File: src/rtl/route_sequencer_if.sv
// route_sequencer_if: start/ready/done handshake plus register-file and ALU buses of the sequencer
interface route_sequencer_if #(parameter int w = 8, parameter int sel_w = 4);
  logic             start;
  logic             ready;
  logic             busy;
  logic             done;
  logic [0:5]       flags;
  logic [w-1:0]     i1;
  logic [w-1:0]     i2;
  logic [w-1:0]     i3;
  logic [w-1:0]     x;
  logic [w-1:0]     y;
  logic [w-1:0]     result;
  logic [w-1:0]     a;
  logic [w-1:0]     b;
  logic [w-1:0]     z;
  logic [sel_w-1:0] x_sel;
  logic [sel_w-1:0] y_sel;
  logic [sel_w-1:0] z_sel;
  logic             x_enb;
  logic             y_enb;
  logic             z_enb;
  modport master (
    output start, flags, i1, i2, i3, x, y, result,
    input  ready, busy, done, a, b, z, x_sel, y_sel, z_sel, x_enb, y_enb, z_enb
  );
  modport slave (
    input  start, flags, i1, i2, i3, x, y, result,
    output ready, busy, done, a, b, z, x_sel, y_sel, z_sel, x_enb, y_enb, z_enb
  );
endinterface

File: src/rtl/route_sequencer.sv
// route_sequencer: synchronous FSM sequencing register reads, ALU operand hold/wait and write-back
module route_sequencer #(
  parameter int w        = 8,
  parameter int sel_w    = 4,
  parameter int flags_w  = 6,
  parameter int ALU_WAIT = 1
) (
  input logic              clk,
  input logic              reset,
  route_sequencer_if.slave bus
);
  localparam int CW = (ALU_WAIT > 1) ? $clog2(ALU_WAIT) : 1;
  typedef enum logic [2:0] {S_IDLE, S_READ, S_CAPTURE, S_EXEC, S_WRITE, S_DONE} state_t;
  state_t             r_state;
  logic [0:flags_w-1] r_f;
  logic [sel_w-1:0]   r_i1;
  logic [w-1:0]       r_i2;
  logic [w-1:0]       r_i3;
  logic [w-1:0]       r_y;
  logic [CW-1:0]      r_cnt;
  logic               r_ready;
  logic               r_done;
  logic               r_xen;
  logic               r_yen;
  logic               r_zen;
  logic [w-1:0]       r_a;
  logic [w-1:0]       r_b;
  logic [w-1:0]       r_z;
  logic [sel_w-1:0]   r_xs;
  logic [sel_w-1:0]   r_ys;
  logic [sel_w-1:0]   r_zs;
  logic               w_wr;
  logic [w-1:0]       w_z;
  // a write only happens when requested and a z source is selected
  assign w_wr = r_f[3] & (r_f[0:1] != 2'd0);
  // z source: 1=immediate i2, 2=captured x (held in a), 3=ALU result
  assign w_z = (r_f[0:1] == 2'd1) ? r_i2 : (r_f[0:1] == 2'd2) ? r_a : bus.result;
  assign bus.ready = r_ready;
  assign bus.busy  = ~r_ready;
  assign bus.done  = r_done;
  assign bus.x_enb = r_xen;
  assign bus.y_enb = r_yen;
  assign bus.z_enb = r_zen;
  assign bus.a     = r_a;
  assign bus.b     = r_b;
  assign bus.z     = r_z;
  assign bus.x_sel = r_xs;
  assign bus.y_sel = r_ys;
  assign bus.z_sel = r_zs;
  // sequencer FSM; every output is registered and set on entry to the state that shows it
  always_ff @(posedge clk) begin
    if (reset) begin
      r_state <= S_IDLE;
      r_f     <= '0;
      r_i1    <= '0;
      r_i2    <= '0;
      r_i3    <= '0;
      r_y     <= '0;
      r_cnt   <= '0;
      r_ready <= 1'b1;
      r_done  <= 1'b0;
      r_xen   <= 1'b0;
      r_yen   <= 1'b0;
      r_zen   <= 1'b0;
      r_a     <= '0;
      r_b     <= '0;
      r_z     <= '0;
      r_xs    <= '0;
      r_ys    <= '0;
      r_zs    <= '0;
    end else begin
      case (r_state)
        S_IDLE: if (bus.start) begin
          r_f     <= bus.flags;
          r_i1    <= bus.i1[sel_w-1:0];
          r_i2    <= bus.i2;
          r_i3    <= bus.i3;
          r_ready <= 1'b0;
          if (bus.flags[4] | bus.flags[5]) begin
            r_state <= S_READ;
            r_xen   <= bus.flags[4];
            r_yen   <= bus.flags[5];
            r_xs    <= bus.i2[sel_w-1:0];
            r_ys    <= bus.i3[sel_w-1:0];
          end else begin
            r_state <= S_EXEC;
            r_cnt   <= CW'(ALU_WAIT - 1);
            r_b     <= bus.flags[2] ? r_y : bus.i3;
          end
        end
        S_READ: begin
          r_xen   <= 1'b0;
          r_yen   <= 1'b0;
          r_state <= S_CAPTURE;
        end
        S_CAPTURE: begin
          if (r_f[4]) r_a <= bus.x;
          if (r_f[5]) r_y <= bus.y;
          r_b     <= r_f[2] ? (r_f[5] ? bus.y : r_y) : r_i3;
          r_cnt   <= CW'(ALU_WAIT - 1);
          r_state <= S_EXEC;
        end
        S_EXEC: if (r_cnt == '0) begin
          r_state <= w_wr ? S_WRITE : S_DONE;
          r_done  <= ~w_wr;
          r_zen   <= w_wr;
          if (w_wr) begin
            r_zs <= r_i1;
            r_z  <= w_z;
          end
        end else begin
          r_cnt <= r_cnt - 1'b1;
        end
        S_WRITE: begin
          r_zen   <= 1'b0;
          r_done  <= 1'b1;
          r_state <= S_DONE;
        end
        S_DONE: begin
          r_done  <= 1'b0;
          r_ready <= 1'b1;
          r_state <= S_IDLE;
        end
        default: r_state <= S_IDLE;
      endcase
    end
  end
endmodule

File: src/flat_wrapper.sv
// flat-port wrapper written by rule: the top's interface ports become plain ports
module route_sequencer_flat 
#(
  parameter int w        = 8,
  parameter int sel_w    = 4,
  parameter int flags_w  = 6,
  parameter int ALU_WAIT = 1
)
  (clk, reset, bus_start, bus_flags, bus_i1, bus_i2, bus_i3, bus_x, bus_y, bus_result, bus_ready, bus_busy, bus_done, bus_a, bus_b, bus_z, bus_x_sel, bus_y_sel, bus_z_sel, bus_x_enb, bus_y_enb, bus_z_enb);
  route_sequencer_if #(.w(w), .sel_w(sel_w)) bus_i ();
  input logic clk;
  input logic reset;
  input wire logic [$bits(bus_i.start)-1:0] bus_start;
  input wire logic [$bits(bus_i.flags)-1:0] bus_flags;
  input wire logic [$bits(bus_i.i1)-1:0] bus_i1;
  input wire logic [$bits(bus_i.i2)-1:0] bus_i2;
  input wire logic [$bits(bus_i.i3)-1:0] bus_i3;
  input wire logic [$bits(bus_i.x)-1:0] bus_x;
  input wire logic [$bits(bus_i.y)-1:0] bus_y;
  input wire logic [$bits(bus_i.result)-1:0] bus_result;
  output wire logic [$bits(bus_i.ready)-1:0] bus_ready;
  output wire logic [$bits(bus_i.busy)-1:0] bus_busy;
  output wire logic [$bits(bus_i.done)-1:0] bus_done;
  output wire logic [$bits(bus_i.a)-1:0] bus_a;
  output wire logic [$bits(bus_i.b)-1:0] bus_b;
  output wire logic [$bits(bus_i.z)-1:0] bus_z;
  output wire logic [$bits(bus_i.x_sel)-1:0] bus_x_sel;
  output wire logic [$bits(bus_i.y_sel)-1:0] bus_y_sel;
  output wire logic [$bits(bus_i.z_sel)-1:0] bus_z_sel;
  output wire logic [$bits(bus_i.x_enb)-1:0] bus_x_enb;
  output wire logic [$bits(bus_i.y_enb)-1:0] bus_y_enb;
  output wire logic [$bits(bus_i.z_enb)-1:0] bus_z_enb;
  assign bus_i.start = bus_start;
  assign bus_i.flags = bus_flags;
  assign bus_i.i1 = bus_i1;
  assign bus_i.i2 = bus_i2;
  assign bus_i.i3 = bus_i3;
  assign bus_i.x = bus_x;
  assign bus_i.y = bus_y;
  assign bus_i.result = bus_result;
  assign bus_ready = bus_i.ready;
  assign bus_busy = bus_i.busy;
  assign bus_done = bus_i.done;
  assign bus_a = bus_i.a;
  assign bus_b = bus_i.b;
  assign bus_z = bus_i.z;
  assign bus_x_sel = bus_i.x_sel;
  assign bus_y_sel = bus_i.y_sel;
  assign bus_z_sel = bus_i.z_sel;
  assign bus_x_enb = bus_i.x_enb;
  assign bus_y_enb = bus_i.y_enb;
  assign bus_z_enb = bus_i.z_enb;
  route_sequencer #(.w(w), .sel_w(sel_w), .flags_w(flags_w), .ALU_WAIT(ALU_WAIT)) u_core (.clk(clk), .reset(reset), .bus(bus_i));
endmodule
File: config.mk
export PLATFORM = sky130hd
export DESIGN_NAME = route_sequencer_flat
export DESIGN_NICKNAME = d
export VERILOG_FILES = /design/src/rtl/route_sequencer_if.sv /design/src/rtl/route_sequencer.sv /design/src/flat_wrapper.sv
export SDC_FILE = /design/constraint.sdc
export NUM_CORES = 1
export LEC_CHECK = 0
export CAP_MARGIN = 20
export CELL_PAD_IN_SITES_DETAIL_PLACEMENT = 2
export CELL_PAD_IN_SITES_GLOBAL_PLACEMENT = 2
export CORE_UTILIZATION = 38
export CTS_BUF_LIST = sky130_fd_sc_hd__clkbuf_4 sky130_fd_sc_hd__clkbuf_8 sky130_fd_sc_hd__clkbuf_16
export DETAILED_ROUTE_END_ITERATION = 16
export DONT_BUFFER_PORTS = 1
export HOLD_SLACK_MARGIN = 0.15
export MAX_ROUTING_LAYER = met4
export PLACE_DENSITY = 0.92
export SYNTH_ARGS = -nofsm -noshare
export SYNTH_HDL_FRONTEND = slang
export SYNTH_SLANG_ARGS = --single-unit
File: constraint.sdc
create_clock -name clk -period 5.1 [get_ports clk]
set_clock_uncertainty 0.2 [all_clocks]
set_input_delay 0 -clock clk [delete_from_list [all_inputs] [get_ports clk]]
set_output_delay 0 -clock clk [all_outputs]
set_load 0.005 [all_outputs]
Word-level counts from Yosys, hierarchy flattened
Index checks and enable logic that the tools add are counted.

storage, ports and cells
  word-level logic and storage cells = 83
  bits of input ports = 57
  register bits = 79
  bits in latches = 0
  ROM bits = 0
  memory bits (writable) = 0
  memories kept = 0

cells by class
  multiplexer cells = 29
  shifts and indexed selects = 0
  bitwise operators = 5
  add/subtract/negate cells = 1
  reduce and logical (&&, ||, !) cells = 19
  $mul = 0
  eq/ne operators = 11
  div/mod/pow operators = 0
  magnitude comparators = 0

operators by type and width
  cell                                                 number
  two-way mux 8 bit                                    7
  one-hot mux 8 bit (2 select lines)                   1
  one-hot mux 3 bit (5 select lines)                   1
  AND reduction 3 bit                                  5
  AND reduction 2 bit                                  6
  two-way mux 1 bit                                    11
  nonzero test 2 bit                                   5
  one-hot mux 1 bit (2 select lines)                   4
  equality test 3 x 2 -> 1 bit, second input constant  2
  equality test 3 bit, second input constant           2
  two-way mux 3 bit                                    2
  != test 2 bit, second input constant                 3
  one-hot mux 1 bit (3 select lines)                   2
  nonzero test 3 bit                                   2
  equality test 3 x 1 -> 1 bit, second input constant  1
  zero test 3 bit                                      1
  inverter 1 bit                                       3
  equality test 2 x 1 -> 1 bit, second input constant  1
  equality test 2 bit, second input constant           1
  two-way mux 2 bit                                    1
  != test 2 x 1 -> 1 bit, second input constant        1
  bitwise AND 1 bit                                    1
  bitwise OR 1 bit                                     1
  subtractor 1 bit, second input constant              1

Logic depth before layout (Yosys ltp)
  depth after elaboration = 5
  mapped depth = 7

Worst setup path before layout
OpenSTA, ideal clock, no wires.

  kind = register to register
  from = register u_core.r_state[2]
  to = register u_core.r_f[1] (netlist name)
  required time = 4.768 ns
  library setup time = 0.132 ns
  stages on the path, launching flop included = 7
  arrival time = 1.399 ns
  period minus slack after synthesis = 1.731 ns
  path slack = 3.369 ns
  cells stage by stage = dfxtp_1 buf_2 or4b_1 buf_2 buf_2 nand2_1 a21oi_1

on the way
  longest elaborated chain between the ends = 2

RTL lines
  what                                  RTL line                text
  start, declared                       route_sequencer.sv:14   state_t r_state;
  start signal, assigned                route_sequencer.sv:104  r_state <= w_wr ? S_WRITE : S_DONE;
  zero test 3 bit                       route_sequencer.sv:72   case (r_state)
  AND reduction 2 bit (no source line)  --
  end signal, assigned                  route_sequencer.sv:74   r_f <= bus.flags;
  end, declared                         route_sequencer.sv:15   logic [0:flags_w-1] r_f;

No other way between the ends.
A chain may end at the register's enable or synchronous reset.

Worst setup path in the final report
  from = register u_core.r_f[1] (netlist name)
  to = register u_core.r_z[5], in the netlist u_core.bus.z[5]

on the way
  longest elaborated chain between the ends = 3
  elaborated cells on any way between the ends = 7
  classes of those cells = 2 x eq/ne; 2 x mux; 1 x bitwise; 2 x reduce/logical

RTL lines
  what                                                       RTL line                                      text
  equality test 2 bit or nonzero test 2 bit (tied branches)  route_sequencer.sv:37, route_sequencer.sv:35
  two-way mux 8 bit or bitwise AND 1 bit (tied branches)     route_sequencer.sv:37, route_sequencer.sv:35
  two-way mux 8 bit or AND reduction 3 bit (tied branches)   --
  end signal, assigned                                       route_sequencer.sv:109                        r_z <= w_z;
  end, declared                                              route_sequencer.sv:28                         logic [w-1:0] r_z;

Several ways; a longest one is shown, not always the timed one.

==> metrics.md <==
| Metric | Value |
|---|---|
| Status | finished, final reports clean |
| CTS resizes | 0 |
| Number of H-tree levels | 3 |
| Die X-Extent | 97.3 µm |
| VDD IR-drop max | ~0.00023 V |
| Core Util, Final | 0.503 |
| Final WS setup | 1.93 ns |
| Pwr dens | about 310 nW/µm² |
| Placed Instance Area | around 3500 µm² |
| Area leader, netlist | dfxtp_1 |
| I/O Pins | 99 |
| Num Clock Sinks | 78 |
| Yosys reg bits | around 80 |
| Synth warn | 0 |
| Initial Util | 0.394 |
| Sw Ratio | 0.320 |
| Placed insts | between 500 and 600 |
| Post-Syn Area | between 3000 and 4000 µm² |
| Fin cells | around 600 |
| Sequential Power Share | 0.503 |
| Worst reg2reg path depth | 5 |
| WHS | roughly 0.16 ns |
| Post-synth cell types | 33 |
| Hold Crit Class | in -> reg |
| Clk pin slew, worst setup/hold paths | about 0.1 ns |
| Sequential share of the synthesized area | 0.452 |
| Required time worst endpoint | between 5 and 6 ns |
| Area contributors post-synth | dfxtp_1, nand2_1, a21oi_1 |
| Crit Reg-Reg Endpoint | u_core.bus.z[5] |
| All-Layer GR Usage | 0.322 |
| Vias | 3,445 |
| Top FF cell, synth | dfxtp_1 |
| Crit Path Class | reg -> reg |
| Hold path endpoint | u_core.bus.a[3] |
| GP Congestion | 0.791 |
| Routed WL | around 15 mm |
| Hold Startpoint | bus_x[3] |
| Worst Max-Slew Pin Slew | 0.885 ns |
| Post-synth EDFFs | 0 |
| Final nets | around 540 |
| Rows | 34 |
| Die H | just under 100 µm |
| First-pass GRT wire length | between 20 and 25 mm |
| Final Hold Viols | 0 |
| CTS buffer count | 9 |
| Core area | 8760 µm² |
| # DRC | 0 |
| Hold Crit Depth | 3 |
| Worst reg2reg path startpoint | u_core.r_f[1] |
| DR pass1 iterations | 4 |
| Post-DP HPWL | slightly below 8 mm |
| Syn nets | approximately 490 |
| PortBufs | 0 |
| CTS Root Cell | clkbuf_8 |
| Yosys top cell area share | 0.452 |
| Crit-path max FO | 18 |
| Wire per inst | roughly 24 µm |
| CTS tree | done |
| Final setup viols | 0 |
| DP Worst Slack | between 2 and 3 ns |
| Final instance area | 4410 µm² |
| Reg2Reg Setup Slack | around 1.9 ns |
| Global route overflow | 0 |
| Vias in the first global route | ~4,000 |
| Initial antenna violation count | 2 |
| Period minus WS final | 3.17 ns |
| RSZ-0062 raised after global routing | false |
| Largest net degree at the start of global routing | 71 |
| Setup_tns | 0 ns |
| Die ar. | approximately 9500 µm² |
| CP startpoint kind | flop |
| Proportion of power drawn by the clock network | 0.334 |
| CTS max path bufs | 2 |
| Worst setup EP type | flop |
| Max frequency | between 300 and 400 MHz |
| Pint | about 940 µW |
| Rel. slew slack | 0.409 |
| Post-Synthesis Cells | ~430 |
| Max_cap viols | 0 |
| Drt initial violations | between 100 and 150 |
| FFs w/ async S/R, synth | 0 |
| Crit share post-route | 0.622 |
| Leak | 1.44 nW |
| Power, Total | between 1 and 1.5 mW |
| Clk Latency, worst-skew pair | 0.36 ns |
| Sw power | 441 µW |
| Share of layout cells above drive strength 1 | 0.0838 |
| Via-to-Cell Ratio | 5.75 |
| Combinational fraction of design power | 0.163 |
| Synth Area per Inst | between 8 and 9 µm² |
| Worst EP arrival | approximately 3.2 ns |
| Final ANT Viol Nets | 0 |
| Area growth from synthesis to layout | 27.6% |
| Final Slew Violations | 0 |
logic make-up (layout without fill, tap and decap cells):
logic type	after synthesis	in the layout	share of synthesized area
AOI/OAI and AO/OA	115	115	0.195
buffers and inverters	36	96	0.0471
DFF	78	78	0.452
muxes	32	32	0.0985
other	0	2	0
and+or+nand+nor	168	168	0.207
state kept, by name, summed over array words and instances, names as in the netlist, 6 cells and up:
signal and cells:
u_core.r_f 6, u_core.bus.a 8, u_core.r_i3 8, u_core.bus.z 8
u_core.r_i2 8, u_core.r_y 8, u_core.bus.b 8
cells in the mapped netlist (3+ instances only):
| library cell | instances |
|---|---|
| nand2_1 | 140 |
| dfxtp_1 | 78 |
| a21oi_1 | 71 |
| buf_2 | 16 |
| mux2_2 | 16 |
| mux2i_1 | 16 |
| o211ai_1 | 16 |
| clkbuf_1 | 13 |
| o21ai_0 | 13 |
| nand2b_1 | 9 |
| o2111ai_1 | 8 |
| nor2_1 | 6 |
| and2_1 | 3 |
| inv_1 | 3 |
placed cells by master (no fill, tap or decap), drive strengths merged:
cell | synthesis | routed
inv | 3 | 7
nand2 | 140 | 140
or3 | 1 | 1
a21o | 1 | 1
dlygate4sd3 | 0 | 71
mux2 | 16 | 16
clkinvlp | 0 | 2
a21oi | 71 | 71
nor4b | 1 | 1
or3b | 1 | 1
o31ai | 1 | 1
mux2i | 16 | 16
nand3b | 1 | 1
buf | 19 | 5
clkbuf | 13 | 10
o21ai | 14 | 14
dfxtp | 78 | 78
or4b | 1 | 1
o2111ai | 8 | 8
and2 | 3 | 3
a211oi | 1 | 1
a2111oi | 1 | 1
nand3 | 1 | 1
o21a | 1 | 1
a31oi | 1 | 1
o211ai | 16 | 16
nand2b | 9 | 9
nor2 | 7 | 7
nor3b | 2 | 2
clkinv | 1 | 1
diode | 0 | 2
nor3 | 1 | 1
how the worst max path moves through the flow:
stage / start / endpoint / slack, ns / cells after the start
after detailed placement: u_core.r_f[1] / u_core.bus.z[4] / 2.58 / 4
after global placement: u_core.r_f[1] / u_core.bus.z[7] / 2.73 / 4
final: u_core.r_f[1] / u_core.bus.z[5] / 1.93 / 5
after CTS: u_core.r_f[1] / u_core.bus.z[2] / 2.06 / 5
after floorplan: u_core.r_state[2] / u_core.r_f[1] / 3.37 / 6
after global routing: u_core.r_f[1] / u_core.bus.z[2] / 1.79 / 5
critical path: stages, from the launching register on:
cell and delay [ns]:
dfxtp_1 0.92, o21ai_0 0.44, or3_1 0.68, nand2_1 0.17
a21oi_1 0.08, dlygate4sd3_1 0.56
routing by layer:
metal	vias to the layer above	global-route usage	part of all wire
met3	40	0.0604	0.040
li1	1573	-	-
met4	0	0.137	0.035
met5	-	-	0
met1	1726	0.350	0.39
met2	106	0.575	0.53
final cells by class:
type                       count  area, µm²
timing repair buffer          76        768
sequential                    78       1560
clock buffer                  10        138
inverter                       4       15.0
fill                         946       4360
multi-input combinational    315       1730
clock inverter                 6       50.0
tap                          108        135
antenna                        2       5.00
timing repair:
| action | in CTS | in global routing |
|---|---|---|
| endpoints found under the hold margin | 78 | 0 |
| hold buffers | 72 | 0 |
| buffers inserted | 0 | 0 |
power groups by stage:
stage	registers [mW]	logic (mW)	clock network [mW]
after floorplan	0.677	0.142	0
after global placement	0.701	0.139	0
after detailed placement	0.705	0.150	0
after CTS	0.691	0.214	0.462
after global routing	0.700	0.243	0.494
final	0.695	0.225	0.461
No activity file was read; power rests on OpenSTA's default activity.
